**src/rtl/usb_cmd_rx_if.sv**
```systemverilog
// FX2 slave-FIFO read-side bus between the command receiver and the FX2 pins.
// The master modport is the receiver; the slave modport is the FIFO side.
interface usb_cmd_rx_if;
    logic        i_flag_ne;
    logic [15:0] i_data;
    logic        i_tx_busy;
    logic        o_rx_busy;
    logic [1:0]  o_addr;
    logic        o_sloe;
    logic        o_slrd;

    modport master (
        input  i_flag_ne, i_data, i_tx_busy,
        output o_rx_busy, o_addr, o_sloe, o_slrd
    );

    modport slave (
        output i_flag_ne, i_data, i_tx_busy,
        input  o_rx_busy, o_addr, o_sloe, o_slrd
    );
endinterface

```
**src/rtl/usb_cmd_rx.sv**
```systemverilog
// Reads 5-word command frames from the FX2 OUT FIFO, checks the XOR checksum
// and publishes the command; rejected or stalled frames pulse o_err.
module usb_cmd_rx #(
    parameter logic [15:0] SYNC_WORD = 16'hA55A,
    parameter logic [1:0]  EP_ADDR   = 2'b00,
    parameter int unsigned TIMEOUT   = 1024
) (
    input  logic              i_clk_usb,
    input  logic              i_rst,
    usb_cmd_rx_if.master      fx2,
    output logic [7:0]        o_cmd,
    output logic [31:0]       o_cmd_param,
    output logic              o_cmd_come,
    output logic              o_err,
    output logic [7:0]        o_err_cnt
);
    localparam int unsigned TW    = (TIMEOUT > 1) ? $clog2(TIMEOUT) : 1;
    localparam logic [TW-1:0] TLAST = TW'(TIMEOUT - 1);

    typedef enum logic [1:0] {IDLE, SEL, RD, PROC} state_t;

    state_t        state, state_nx;
    logic [15:0]   word;
    logic [2:0]    idx;
    logic [15:0]   csum;
    logic [7:0]    cmd_buf;
    logic [31:0]   param_buf;
    logic [TW-1:0] tcnt;

    logic bus_ok, is_proc, timeout_hit, frame_ok, frame_bad, err_set;

    assign bus_ok      = fx2.i_flag_ne && !fx2.i_tx_busy;
    assign is_proc     = (state == PROC);
    assign timeout_hit = (state == IDLE) && (idx != 3'd0) && (tcnt == TLAST);
    assign frame_ok    = is_proc && (idx == 3'd4) && (word == csum);
    assign frame_bad   = is_proc && (idx == 3'd4) && (word != csum);
    assign err_set     = frame_bad || timeout_hit;

    always_ff @(posedge i_clk_usb) begin
        if (i_rst) state <= IDLE;
        else       state <= state_nx;
    end

    // Bus is only released at PROC, so a late i_tx_busy never cuts an access short
    always_comb begin
        state_nx = state;
        case (state)
            IDLE:    if (bus_ok) state_nx = SEL;
            SEL:     state_nx = RD;
            RD:      state_nx = PROC;
            PROC:    state_nx = bus_ok ? SEL : IDLE;
            default: state_nx = IDLE;
        endcase
    end

    // Strobes are registered from the next state so they line up with the state register
    always_ff @(posedge i_clk_usb) begin
        if (i_rst) begin
            fx2.o_rx_busy <= 1'b0;
            fx2.o_addr    <= EP_ADDR;
            fx2.o_sloe    <= 1'b1;
            fx2.o_slrd    <= 1'b1;
            word          <= 16'h0;
            idx           <= 3'd0;
            csum          <= 16'h0;
            cmd_buf       <= 8'h0;
            param_buf     <= 32'h0;
            tcnt          <= '0;
            o_cmd         <= 8'h0;
            o_cmd_param   <= 32'h0;
            o_cmd_come    <= 1'b0;
            o_err         <= 1'b0;
            o_err_cnt     <= 8'h0;
        end else begin
            fx2.o_rx_busy <= (state_nx != IDLE);
            fx2.o_addr    <= EP_ADDR;
            fx2.o_sloe    <= (state_nx == IDLE);
            fx2.o_slrd    <= (state_nx != RD);
            o_cmd_come    <= frame_ok;
            o_err         <= err_set;

            if (state == RD) word <= fx2.i_data;

            if (err_set && (o_err_cnt != 8'hFF)) o_err_cnt <= o_err_cnt + 8'd1;

            if (frame_ok) begin
                o_cmd       <= cmd_buf;
                o_cmd_param <= param_buf;
            end

            if (is_proc || timeout_hit)              tcnt <= '0;
            else if (state == IDLE && idx != 3'd0)   tcnt <= tcnt + TW'(1);

            // Index survives bus release; only a stall or a complete frame rewinds it
            if (timeout_hit) begin
                idx <= 3'd0;
            end else if (is_proc) begin
                case (idx)
                    3'd0: if (word == SYNC_WORD) begin
                        csum <= word;
                        idx  <= 3'd1;
                    end
                    3'd1: begin
                        csum    <= csum ^ word;
                        cmd_buf <= word[7:0];
                        idx     <= 3'd2;
                    end
                    3'd2: begin
                        csum             <= csum ^ word;
                        param_buf[31:16] <= word;
                        idx              <= 3'd3;
                    end
                    3'd3: begin
                        csum            <= csum ^ word;
                        param_buf[15:0] <= word;
                        idx             <= 3'd4;
                    end
                    default: idx <= 3'd0;
                endcase
            end
        end
    end
endmodule

```
**src/flat_wrapper.sv**
```systemverilog
// flat-port wrapper written by rule: the top's interface ports become plain ports
module usb_cmd_rx_flat 
#(
    parameter logic [15:0] SYNC_WORD = 16'hA55A,
    parameter logic [1:0]  EP_ADDR   = 2'b00,
    parameter int unsigned TIMEOUT   = 1024
)
  (i_clk_usb, i_rst, o_cmd, o_cmd_param, o_cmd_come, o_err, o_err_cnt, fx2_i_flag_ne, fx2_i_data, fx2_i_tx_busy, fx2_o_rx_busy, fx2_o_addr, fx2_o_sloe, fx2_o_slrd);
  usb_cmd_rx_if fx2_i ();
  input  logic i_clk_usb;
  input  logic i_rst;
  output logic [7:0] o_cmd;
  output logic [31:0] o_cmd_param;
  output logic o_cmd_come;
  output logic o_err;
  output logic [7:0] o_err_cnt;
  input wire logic [$bits(fx2_i.i_flag_ne)-1:0] fx2_i_flag_ne;
  input wire logic [$bits(fx2_i.i_data)-1:0] fx2_i_data;
  input wire logic [$bits(fx2_i.i_tx_busy)-1:0] fx2_i_tx_busy;
  output wire logic [$bits(fx2_i.o_rx_busy)-1:0] fx2_o_rx_busy;
  output wire logic [$bits(fx2_i.o_addr)-1:0] fx2_o_addr;
  output wire logic [$bits(fx2_i.o_sloe)-1:0] fx2_o_sloe;
  output wire logic [$bits(fx2_i.o_slrd)-1:0] fx2_o_slrd;
  assign fx2_i.i_flag_ne = fx2_i_flag_ne;
  assign fx2_i.i_data = fx2_i_data;
  assign fx2_i.i_tx_busy = fx2_i_tx_busy;
  assign fx2_o_rx_busy = fx2_i.o_rx_busy;
  assign fx2_o_addr = fx2_i.o_addr;
  assign fx2_o_sloe = fx2_i.o_sloe;
  assign fx2_o_slrd = fx2_i.o_slrd;
  usb_cmd_rx #(.SYNC_WORD(SYNC_WORD), .EP_ADDR(EP_ADDR), .TIMEOUT(TIMEOUT)) u_core (.i_clk_usb(i_clk_usb), .i_rst(i_rst), .fx2(fx2_i), .o_cmd(o_cmd), .o_cmd_param(o_cmd_param), .o_cmd_come(o_cmd_come), .o_err(o_err), .o_err_cnt(o_err_cnt));
endmodule
```
**config.mk**
```make
export PLATFORM = sky130hd
export DESIGN_NAME = usb_cmd_rx_flat
export DESIGN_NICKNAME = d
export VERILOG_FILES = /design/src/rtl/usb_cmd_rx_if.sv /design/src/rtl/usb_cmd_rx.sv /design/src/flat_wrapper.sv
export SDC_FILE = /design/constraint.sdc
export NUM_CORES = 1
export LEC_CHECK = 0
export CORE_MARGIN = 4
export CORE_UTILIZATION = 60
export CTS_CLUSTER_SIZE = 14
export DETAILED_ROUTE_END_ITERATION = 7
export DONT_BUFFER_PORTS = 1
export GPL_ROUTABILITY_DRIVEN = 0
export GPL_TIMING_DRIVEN = 0
export HOLD_SLACK_MARGIN = 0.03
export PLACE_DENSITY = 0.76
export SYNTH_ARGS = -nofsm -noshare
export SYNTH_HDL_FRONTEND = slang
export SYNTH_SLANG_ARGS = --single-unit
```
**constraint.sdc**
```tcl
create_clock -name i_clk_usb -period 3.5 [get_ports i_clk_usb]
set_clock_uncertainty 0.05 [all_clocks]
set_input_delay 1.05 -clock i_clk_usb [delete_from_list [all_inputs] [get_ports i_clk_usb]]
set_output_delay 1.05 -clock i_clk_usb [all_outputs]
set_load 0.02 [all_outputs]
```
# Word level (Yosys, flattened, before mapping)
# Cells that the tools add are included.
[word_totals] reg_bits=140 input_bits=20 output_inout_bits=55 word_cells=65
[classes] addsub=2 muxes=7 n_eq_ne=14 reduce_logical=24 bitwise_logic=2
[op_table] cell="one-hot mux 16 bit (2 select lines)" n=1
[op_table] cell="== test 16 bit" n=1
[op_table] cell="== test 16 bit (second input constant)" n=1
[op_table] cell="2-to-1 mux 16 bit" n=1
[op_table] cell="inequality test 16 bit" n=1
[op_table] cell="bitwise XOR 16 bit" n=1
[op_table] cell="one-hot mux 3 bit (4 select lines)" n=1
[op_table] cell="adder 10 x 1 -> 10 bit (second input constant)" n=1
[op_table] cell="== test 10 bit (second input constant)" n=1
[op_table] cell="AND reduction 3 bit" n=3
[op_table] cell="adder 8 x 1 -> 8 bit (second input constant)" n=1
[op_table] cell="inequality test 8 bit (second input constant)" n=1
[op_table] cell="one-hot mux 2 bit (4 select lines)" n=1
[op_table] cell="logical AND 1 bit" n=7
[op_table] cell="== test 3 x 2 -> 1 bit (second input constant)" n=2
[op_table] cell="== test 2 bit (second input constant)" n=2
[op_table] cell="zero test 2 bit" n=2
[op_table] cell="AND reduction 4 bit" n=1
[op_table] cell="nonzero test 2 bit" n=2
[op_table] cell="OR reduction 2 bit" n=2
[op_table] cell="== test 3 x 1 -> 1 bit (second input constant)" n=1
[op_table] cell="== test 3 bit (second input constant)" n=1
[op_table] cell="zero test 3 bit" n=1
[op_table] cell="2-to-1 mux 3 bit" n=1
[op_table] cell="other kinds (11)" n=12

# Depth between registers and ports, before layout
[logic_depth] ltp_word=5 mapped_depth=11 depth_no_buf=8

# Worst setup path before layout
# No wires, ideal clock.
[synth_timing] path_type="input -> register" startpoint="input i_rst" endpoint="register u_core.cmd_buf[7]" required_ps=3322 arrival_time_ps=1913 setup_time_ps=128 path_slack_ps=1409 n_path_buf=3 cell_stages=4 cell_sequence="clkbuf_1 clkbuf_1 clkbuf_1 nor2_1"
[synth_lines] element="from (decl)" line="flat_wrapper.sv:11" source="input logic i_rst;"
[synth_lines] element="to (signal assigned)" line="usb_cmd_rx.sv:105" source="cmd_buf <= word[7:0];"
[synth_lines] element="to (decl)" line="usb_cmd_rx.sv:26" source="logic [7:0] cmd_buf;"
# No word-level cell between the ends.

# Worst setup path after layout
[layout_timing] startpoint="register u_core.state[0]" endpoint="register u_core.param_buf[9]"
[layout_between] elab_chain_cells=5 elab_cells_between_ends=6 classes_between="eq/ne: 1; bitwise: 1; reduce/logical: 4"
[layout_lines] element="from (decl)" line="usb_cmd_rx.sv:22" source="state_t state, state_nx;"
[layout_lines] element="from (signal assigned)" line="usb_cmd_rx.sv:41" source="else state <= state_nx;"
[layout_lines] element="zero test 2 bit" line="usb_cmd_rx.sv:34" source="assign timeout_hit = (state == IDLE) && (idx != 3'd0) && (tcnt == TLAST);"
[layout_lines] element="logical AND 1 bit (2 in series)" line="usb_cmd_rx.sv:34"
[layout_lines] element="inverter 1 bit (no line)"
[layout_lines] element="AND reduction 3 bit (no line) *"
[layout_lines] element="to (signal assigned)" line="usb_cmd_rx.sv:115" source="param_buf[15:0] <= word;"
[layout_lines] element="to (decl)" line="usb_cmd_rx.sv:27" source="logic [31:0] param_buf;"
# Every way passes the cells marked *; elsewhere a longest branch is shown, timed or not.
# A chain may end at the register's enable or synchronous reset.

==> summary by stage <==
Floorplanning
The die covers 11600 um2. Row generation in the floorplan step produced 36 rows. Measured along the x axis, the die boundary spans 108 um. The starting utilization of the core area is 0.615. During I/O placement, the number of pins put on the boundary was 75. The placeable core region is 9730 um2. Measured along the y axis, the die boundary spans 108 um.

Power and ir drop
The static power due to leakage is 2.67 nW. IR analysis of the VDD net gives a maximum drop of 0.000539 V. Of the total power, the share spent switching nets is 0.280. Of the total power, the clock network draws 0.413. Of the total power, combinational logic draws 0.153. The share of total power dissipated in sequential elements is 0.434. The internal power consumption is 2.90 mW.

The total power per unit cell area is 601 nW/um2. Summed over all nets, the switching power comes to 1.13 mW.

Synth
The number of enable-type register cells in the synthesized netlist is 0. The number of synthesized register bits is 140. The average size of a mapped cell is 9.77 um2. The leading register cell type out of synthesis is dfxtp_1.

Summed over all instances, the cell type with the most area after synthesis is dfxtp_1. The share of async-settable or async-resettable flops after synthesis is 0. The sequential cell area fraction in the yosys report is 0.469.

The synthesized instance count is 612. By area the synthesized netlist is led by dfxtp_1, mux2i_1, nor2_1. The top cell type's share of synthesized area is 0.469. The number of unique standard cell types used by synthesis is 50.

By count the netlist is led by dfxtp_1, nor2_1, mux2i_1. The most repeated cell in the gate-level netlist after synthesis is dfxtp_1. The warning count from the yosys run is 0.

The area of the mapped netlist is 5980 um2.

Clocking
The number of clock buffers added by TritonCTS is 17. The deepest clock path buffer count is 2. The number of setup buffers added after CTS is 0. The total of cells resized after clock tree synthesis is 0. The tree is rooted in a clkbuf_8. Clock latency on the worst-skew pair, taken at its later pin, is 0.53 ns. The clock-pin slew reported for the worst setup and hold paths after clock tree synthesis is 0.06 ns.

Counting every sink on the clock net gives 140. The number of buffers added to fix hold violations after cts is 0. The H-tree was split into 4 levels. The CTS tree is yes.

Finish
The number of nets in the layout is 658. The finished layout holds 778 standard cells, fillers aside. The finished cells cover 6700 um2. After filler insertion, the fill cell instance count of the layout stands at 768. From synthesis to final layout, the design area changed by 12.1%. In the final layout, the share of cells above drive strength 1 is 0.149. The number of inserted diodes is 0.

Route
The via density per instance is 5.54. In this run the remaining antenna-violating nets after routing total 0. The first-pass iteration count of the detailed router is 5.

The final routed DRC violation total is 0. Summing over every cut layer, the via total after detailed routing is 4307. The routed wire length is 13800 um.

The average wire length per cell after detail routing is 17.7 um. The detailed router's first-iteration violation count is 211.

Global route
Across every metal layer, demand over resource in global routing totals 0.252. Global routing finished with a remaining overflow of 0. The initial antenna violation count is 0.

Entering global routing, the biggest net connects 17 pins. The via count of the first global-routing pass was 4397. The first global-routing pass estimated 22300 um of wire.

Place
The estimated wirelength of the detail-placed design is 9460 um. The number of buffers added on ports is 0. The number of placed cells counting well taps is 746. Summing all placed instances gives a cell area of 6150 um2.

Critical path
The worst setup path is launched from a flop. The worst path arrival time is 2.67 ns. The required time of the worst setup path is 3.85 ns. The critical path class is reg2reg. The worst setup path is captured at a flop.

In this run the worst path has a maximum fanout of 10.

STA
The routed design could run at a clock period as short as 2.33 ns. Across all hold checks on the routed design, the worst slack comes to 0.430 ns. The summed negative setup slack over all endpoints is 0 ns. The number of pins exceeding their max-slew limit in the final report is 0. Dividing the final minimum period by the clock period gives 0.665.

The slew at the pin closest to its max-slew limit is 0.711 ns. Derived from the worst setup path, the maximum achievable clock frequency is 0.429 GHz. The final hold violation count is 0. The number of failing setup endpoints in the final timing report is 0. The headroom to the max-slew limit is 0.526. Setup repair after global routing left no endpoint under its margin.

Outcome
The run finished with clean final reports.

Run
The max capacitance violation total is 0.

Hold path
The type of the tightest min-delay check is reg2reg.
-- cell usage in the layout, fill, tap and decap left out, types with 3 or more instances in the layout --
master	instances
nor2_1	136
nand3_1	11
nand2_1	23
or2_2	3
a21oi_1	15
o211ai_1	16
nor2b_1	5
a21oi_2	10
nor3_1	3
nor2_4	3
xor2_1	7
clkbuf_16	16
buf_6	10
and4b_1	3
o21ai_2	11
ha_1	6
mux2i_1	97
o21ai_0	6
clkbuf_8	4
buf_2	13
clkbuf_1	21
inv_1	7
buf_4	4
clkinv_2	3
nand2b_1	6
and3_1	6
xnor2_1	17
dfxtp_1	140
clkinv_4	3
nand4_1	6
-- worst paths after layout --
| check | slack, ns | startpoint | end | cells past startpoint |
|---|---|---|---|---|
| worst max-delay path | 1.17 | u_core.state[0]$_SDFF_PP0_ | u_core.param_buf[9]$_SDFFE_PP0P_ | 10 |
| worst min-delay path | 0.43 | u_core.tcnt[1]$_SDFFE_PP0P_ | u_core.tcnt[1]$_SDFFE_PP0P_ | 2 |
| worst max register to register | 1.17 | u_core.state[0]$_SDFF_PP0_ | u_core.param_buf[9]$_SDFFE_PP0P_ | 10 |
| worst min register to register | 0.43 | u_core.tcnt[1]$_SDFFE_PP0P_ | u_core.tcnt[1]$_SDFFE_PP0P_ | 2 |
-- registers in the layout (all words and copies together) (netlist names) --
name	flops
u_core.o_err_cnt	8
u_core.o_err	1
u_core.tcnt	10
u_core.word	16
u_core.fx2.o_sloe	1
u_core.csum	16
u_core.fx2.o_slrd	1
u_core.o_cmd_come	1
u_core.cmd_buf	8
u_core.param_buf	32
u_core.idx	3
u_core.o_cmd	8
u_core.o_cmd_param	32
u_core.fx2.o_rx_busy	1
u_core.state	2
-- worst max-delay path: stages (launching register included) --
cell and delay [ns]:
dfxtp_1 0.38, inv_1 0.09, ha_1 0.19, buf_2 0.16
nand3_1 0.12, nor3b_1 0.09, a21o_2 0.30, nor2_4 0.31
buf_6 0.23, mux2i_1 0.22, nor2_1 0.06
-- routing by layer --
| layer | part of all wire | track usage | up-vias |
|---|---|---|---|
| met4 | 0.026 | 0.100 | 0 |
| met5 | 0 | 0 | - |
| li1 | - | - | 2106 |
| met3 | 0.067 | 0.0906 | 23 |
| met2 | 0.49 | 0.420 | 103 |
| met1 | 0.41 | 0.295 | 2075 |
-- power groups by stage --
stage	combinational (mW)	sequential [mW]	clock, mW
final	0.617	1.75	1.66
after global placement	0.586	1.78	0
after global routing	0.681	1.75	1.76
after CTS	0.618	1.75	1.68
after detailed placement	0.609	1.78	0
after floorplan	0.475	1.75	0
-- kinds of logic after synthesis --
group,synth area share
xor gates and xnor gates,0.0406
other,0.000627
buffers and inverters,0.0544
AOI/OAI and AO/OA,0.0824
muxes,0.165
DFF,0.469
adders and majority gates,0.0126
and+or+nand+nor,0.176
-- area by class of cell --
type,count,area (um2),share of cell area
Buffer,47,299,0.0446
Clock inverter,9,87.6,0.0131
Clock buffer,23,467,0.0696
Multi-Input combinational cell,419,2860,0.426
Tap cell,133,166,0.0248
Sequential cell,140,2800,0.418
Inverter,7,26.3,0.00392
-- stage by stage --
| stage | setup slack [ns] | total power [mW] | utilization |
|---|---|---|---|
| floorplan | 1.41 | 2.23 | - |
| global placement | 0.807 | 2.36 | 0.632 |
| detailed placement | 0.782 | 2.39 | 0.632 |
| CTS | 1.19 | 4.05 | 0.689 |
| global route | 1.01 | 4.20 | 0.689 |
| finish | 1.17 | 4.03 | 0.689 |
(Power assumes the default switching activity.)
